## config.mk

```make
export PLATFORM = sky130hd
export DESIGN_NAME = akp_line_rx
export DESIGN_NICKNAME = d
export VERILOG_FILES = /design/src/rtl/akp_line_rx.sv
export SDC_FILE = /design/constraint.sdc
export NUM_CORES = 2
export LEC_CHECK = 0
export ABC_AREA = 1
export CAP_MARGIN = 40
export CORE_AREA = 2 2 409 715
export DETAILED_ROUTE_END_ITERATION = 10
export DIE_AREA = 0 0 411 717
export DONT_BUFFER_PORTS = 1
export GPL_TIMING_DRIVEN = 1
export PLACE_DENSITY = 0.56
export SLEW_MARGIN = 0
export SYNTH_ARGS = -nofsm -noshare
export SYNTH_HDL_FRONTEND = slang
export SYNTH_SLANG_ARGS = --single-unit
```

## constraint.sdc

```tcl
create_clock -name clk -period 16.9 [get_ports clk]
set_input_delay 3.38 -clock clk [delete_from_list [all_inputs] [get_ports clk]]
set_output_delay 3.38 -clock clk [all_outputs]
set_load 0.05 [all_outputs]
```

## src/rtl/akp_line_rx.sv

```systemverilog
// AKP line receiver: checks sop/eop framing and line length, buffers tagged
// words in a FIFO and presents them with the six 32-bit channels unpacked.
module akp_line_rx #(
    parameter int DATA_W  = 192,
    parameter int LEN_W   = 12,
    parameter int FIFO_AW = 4
) (
    input  logic                clk,
    input  logic                sbros_n,
    input  logic                ink_i,
    input  logic                data_valid,
    input  logic                sop,
    input  logic                eop,
    input  logic [DATA_W-1:0]   din,
    input  logic [LEN_W-1:0]    L_stroke_1,
    input  logic                out_ready,
    output logic                out_valid,
    output logic                out_sop,
    output logic                out_eop,
    output logic [31:0]         out_up_re,
    output logic [31:0]         out_up_im,
    output logic [31:0]         out_dn_re,
    output logic [31:0]         out_dn_im,
    output logic [31:0]         out_pel_re,
    output logic [31:0]         out_pel_im,
    output logic                line_done,
    output logic [LEN_W-1:0]    line_len,
    output logic                err_len,
    output logic                err_frame,
    output logic                err_ovf,
    output logic [FIFO_AW:0]    fifo_level
);

    localparam int DEPTH = 2 ** FIFO_AW;
    localparam logic [FIFO_AW:0] DEPTH_L = (FIFO_AW + 1)'(DEPTH);

    typedef enum logic [1:0] {IDLE, RECV, DROP} state_t;

    state_t state, state_nxt;

    logic [DATA_W+1:0]  mem [DEPTH];
    logic [FIFO_AW-1:0] wr_ptr, rd_ptr;
    logic [FIFO_AW:0]   pending;
    logic [DATA_W-1:0]  out_word;
    logic               full, xfer, load, can_wr;

    logic [LEN_W-1:0]   count, len_lat, cnt_sat, cnt_nxt, lat_nxt;
    logic               start, want_wr, drop_word, frame_err, ovf, wr_en;
    logic               end_line, len_bad, cnt_upd;

    // fifo_level counts the word held in the output register as well, so the
    // whole buffer (memory + output register) holds at most DEPTH words.
    assign full    = (fifo_level == DEPTH_L);
    assign xfer    = out_valid & out_ready;
    assign pending = fifo_level - (FIFO_AW + 1)'(out_valid);
    assign load    = (pending != '0) & (~out_valid | xfer);
    assign can_wr  = ~full | xfer;
    assign cnt_sat = (count == '1) ? count : count + 1'b1;

    always_ff @(posedge clk) begin
        if (!sbros_n || ink_i)
            state <= IDLE;
        else
            state <= state_nxt;
    end

    always_comb begin
        state_nxt = state;
        if (end_line)
            state_nxt = IDLE;
        else if (ovf)
            state_nxt = DROP;
        else if (want_wr)
            state_nxt = RECV;
    end

    always_comb begin
        start     = 1'b0;
        want_wr   = 1'b0;
        drop_word = 1'b0;
        frame_err = 1'b0;
        case (state)
            IDLE: if (data_valid) begin
                if (sop) begin
                    want_wr = 1'b1;
                    start   = 1'b1;
                end else begin
                    frame_err = 1'b1;
                end
            end
            RECV: if (data_valid) begin
                want_wr = 1'b1;
                if (sop) begin
                    start     = 1'b1;
                    frame_err = 1'b1;
                end
            end
            DROP: if (data_valid) drop_word = 1'b1;
            default: ;
        endcase
        ovf      = want_wr & ~can_wr;
        wr_en    = want_wr & can_wr & sbros_n & ~ink_i;
        end_line = data_valid & eop & (want_wr | drop_word);
        cnt_upd  = want_wr | drop_word;
        cnt_nxt  = start ? LEN_W'(1) : cnt_sat;
        lat_nxt  = start ? L_stroke_1 : len_lat;
        len_bad  = (state == DROP) | ovf |
                   ((lat_nxt != '0) && (cnt_nxt != lat_nxt));
    end

    always_ff @(posedge clk) begin
        if (wr_en)
            mem[wr_ptr] <= {sop, eop, din};
    end

    always_ff @(posedge clk) begin
        if (!sbros_n || ink_i) begin
            wr_ptr     <= '0;
            rd_ptr     <= '0;
            fifo_level <= '0;
            out_valid  <= 1'b0;
            out_sop    <= 1'b0;
            out_eop    <= 1'b0;
            out_word   <= '0;
            count      <= '0;
            len_lat    <= '0;
            line_done  <= 1'b0;
            err_len    <= 1'b0;
            err_frame  <= 1'b0;
            err_ovf    <= 1'b0;
            if (!sbros_n)
                line_len <= '0;
        end else begin
            if (wr_en)
                wr_ptr <= wr_ptr + 1'b1;
            case ({wr_en, xfer})
                2'b10:   fifo_level <= fifo_level + 1'b1;
                2'b01:   fifo_level <= fifo_level - 1'b1;
                default: fifo_level <= fifo_level;
            endcase
            if (load) begin
                {out_sop, out_eop, out_word} <= mem[rd_ptr];
                rd_ptr    <= rd_ptr + 1'b1;
                out_valid <= 1'b1;
            end else if (xfer) begin
                out_valid <= 1'b0;
            end
            if (cnt_upd) begin
                count   <= cnt_nxt;
                len_lat <= lat_nxt;
            end
            line_done <= end_line;
            err_len   <= end_line & len_bad;
            err_frame <= frame_err;
            if (ovf)
                err_ovf <= 1'b1;
            if (end_line)
                line_len <= cnt_nxt;
        end
    end

    assign out_up_re  = out_word[191:160];
    assign out_up_im  = out_word[159:128];
    assign out_dn_re  = out_word[127:96];
    assign out_dn_im  = out_word[95:64];
    assign out_pel_re = out_word[63:32];
    assign out_pel_im = out_word[31:0];

endmodule
```

==> impl_metrics.toml <==
[status]
status = "finished, final reports clean"

[floorplan]
io_pins = 427
rows = 261
die_x_um = 411
die_h_um = 717
initial_utilization_pct = 44.82
core_um2 = 288700
dieArea_um2 = 294700

[synth]
yosys-top-cells-area = "edfxtp_1 (72%), o21ai_0 (5.3%), nor2_1 (5.0%), dfxtp_1 (3.7%), o22ai_1 (2.2%)"
synth_compound_area_share_pct = 12.95
ys_seq_area_share_pct = 76.00
synth.largest_area_cell = "edfxtp_1"
synth_mux_area_share_pct = 0
synth_area_um2 = 129400
synth.yosys.warnings = 0
synth_seq_cells = 3354
syn_inst = 9683
synth_cell_types = 39
synth_fp_nets = 9904
synth.top_cell.area_share_pct = 72.32
synth_xor_area_share_pct = 0.06092
yosys.area_share.simple_pct = 7.665
avgSynthCellArea_um2 = 13.36
synth_top_family_by_area = "compound AO/OA/AOI/OAI gates"
synth-adder-area-share_pct = 0.09670

[sta]
slew_headroom_pct = 20.32
fin_crit_sh_pct = 37.95
whs_ns = 0.5435
setup_tns_ns = 0
tightest_slew_ns = 1.195
setup_ws_ns = 10.49
finalClockSkew_ns = 0.06348
grt_setup_unrepaired = "no"
timing.final.crit_period_ns = 6.413
max_freq_mhz = 155.9
finalHoldViolations = 0
finalSetupViolCount = 0
slew_violations = 0

[worst_setup_path]
crit_type = "in -> reg"
cp-start-kind = "input port"
required_ns = 17.37
crit_path_max_fanout = 43
reg2reg_slack_ns = 11.94
r2r-start = "rd_ptr[0]"
setup.worst_path.start = "sbros_n"
rr_endpoint = "out_word[86]"
end_kind = "register"
r2r_cells = 10
cp.arrival_ns = 6.88

[min_path]
holdCritStartpoint = "wr_ptr[2]"
hp-class = "reg -> reg"
whs_endpoint = "wr_ptr[3]"
min_path_cells = 2

[placed_design]
place_ws_ns = 9.569
dp_hpwl_um = 204700
gp_congestion = 0.8388
io_buffers = 0
placed_area_um2 = 133900

[pwr]
power_mw = 17.17
power.leakage_nw = 46.68
ir_drop_uv = 89.88
p_per_area_nw_per_um2 = 119.4

[clocking]
clkTransAtPathRegs_ns = 0.06
cts_tree = "built"
postCtsResizedCells = 0
cts_hold_buffers = 0
numClockSinks = 3354
cts.path.max_buffers = 4
clock_latency_ns = 0.91
cts-root-buf = "clkbuf_16"
htreeDepth = 5
post-cts-setup-buffer-count = 0
numCtsBuffers = 312

[layout]
drive_gt1_share_pct = 6.947
nets = 9692
area_growth_syn_to_layout_pct = 11.11
design_area_um2 = 143800

[route]
remaining_drc_errors = 0
antenna_left = 0
firstDrtPassIters = 6
vias = 81120
dr.first_iter.drc_count = 7830
viasPerCell = 5.992
wl_um = 375600
wl_per_cell_um = 27.74

[global_route]
track_usage_pct = 24.87
grt_pass1_vias = 79600
grt_start_max_net_pins = 307
antenna_found_initial = 22
grt_pass1_wl_um = 545300
grt-ovfl-total = 0

[job]
cap_violations = 0
-- layer usage --
layer | GRT usage [%] | wire, um | up-vias
met3 | 5.012 | 28230 | 550
met1 | 32.01 | 150000 | 41870
met2 | 42.69 | 187200 | 2862
met5 | 0 | 7 | -
met4 | 6.902 | 10170 | 2
li1 | - | - | 35830
-- critical path, stage by stage --
cell	delay, ns
inv_1	0.04
nor2_4	0.07
buf_4	0.26
nand3_1	0.32
inv_1	0.22
nand2_1	0.29
nor2_4	0.67
buf_4	0.74
buf_4	0.77
-- per-stage QoR --
stage	instances	util (%)
after floorplan	9683	-
after global placement	12900	45.79
after detailed placement	12970	46.38
after CTS	13530	49.80
after global routing	13540	49.80
final	13540	49.80
-- registers in the layout, summed over array words and instances, names as in the netlist, 2 cells and up --
signal and count:
line_len 12, count 12, out_word 192, mem 3104, fifo_level 5, state 2
len_lat 12, wr_ptr 4, rd_ptr 4
-- layout make-up --
cell class                 instances  area (um2)
antenna                            9       22.52
clock inverter                   132        1136
inverter                         220       887.1
timing repair buffer             196        2860
clock buffer                     428        8735
tap                             3813        4771
multi-input combinational       5387       27010
fill                           24680      144900
sequential                      3354       98350
-- cells in the final DEF, fill, tap and decap left out, types with 234 or more instances in the layout --
cell type / count
dfxtp_1: 234
o221ai_1: 245
o21ai_0: 1376
o211ai_1: 286
o21ai_1: 248
edfxtp_1: 3116
nand2_1: 558
nor2_1: 1718
o22ai_1: 445
clkbuf_16: 321
-- Yosys cell counts --
cell type	n
a211oi_1	2
a21oi_1	27
a221oi_1	70
a31oi_1	116
buf_1	16
buf_12	1
buf_2	183
buf_4	30
buf_6	36
clkbuf_1	447
clkbuf_2	9
clkinv_1	1
dfxtp_1	238
edfxtp_1	3116
ha_1	10
inv_1	215
inv_2	3
inv_6	1
nand2_1	558
nand3_1	227
nand3_2	2
nand3b_1	2
nand4_1	10
nor2_1	1735
nor2_2	1
nor2_4	1
nor3_1	2
nor4_1	4
o211ai_1	286
o21a_1	1
o21ai_0	1376
o21ai_1	248
o21ai_2	1
o221ai_1	245
o22ai_1	445
o32ai_1	5
or2_2	4
xnor2_1	4
xor2_1	5
-- kinds of logic after synthesis --
| family | count (synthesis) |
|---|---|
| buffers and inverters | 942 |
| AOI/OAI and AO/OA | 2822 |
| DFF | 3354 |
| xor gates and xnor gates | 9 |
| and+or+nand+nor | 2546 |
| adders and majority gates | 10 |
-- report_power, final --
group	internal (mW)	switching (mW)	total (mW)
Sequential	9.11	0.177	9.29
Clock	3.84	3.10	6.94
Combinational	0.265	0.679	0.944
Total	13.2	3.95	17.2
-- worst max path at each step --
stage	cells after the start	to	slack, ns
CTS	11	mem[7][64]	10.51
global route	9	mem[15][127]	10.30
floorplan	6	mem[11][0]	3.99
global placement	10	mem[3][77]	9.25
detailed placement	11	mem[7][136]	9.57
finish	9	mem[15][62]	10.49
(Power assumes the default switching activity.)
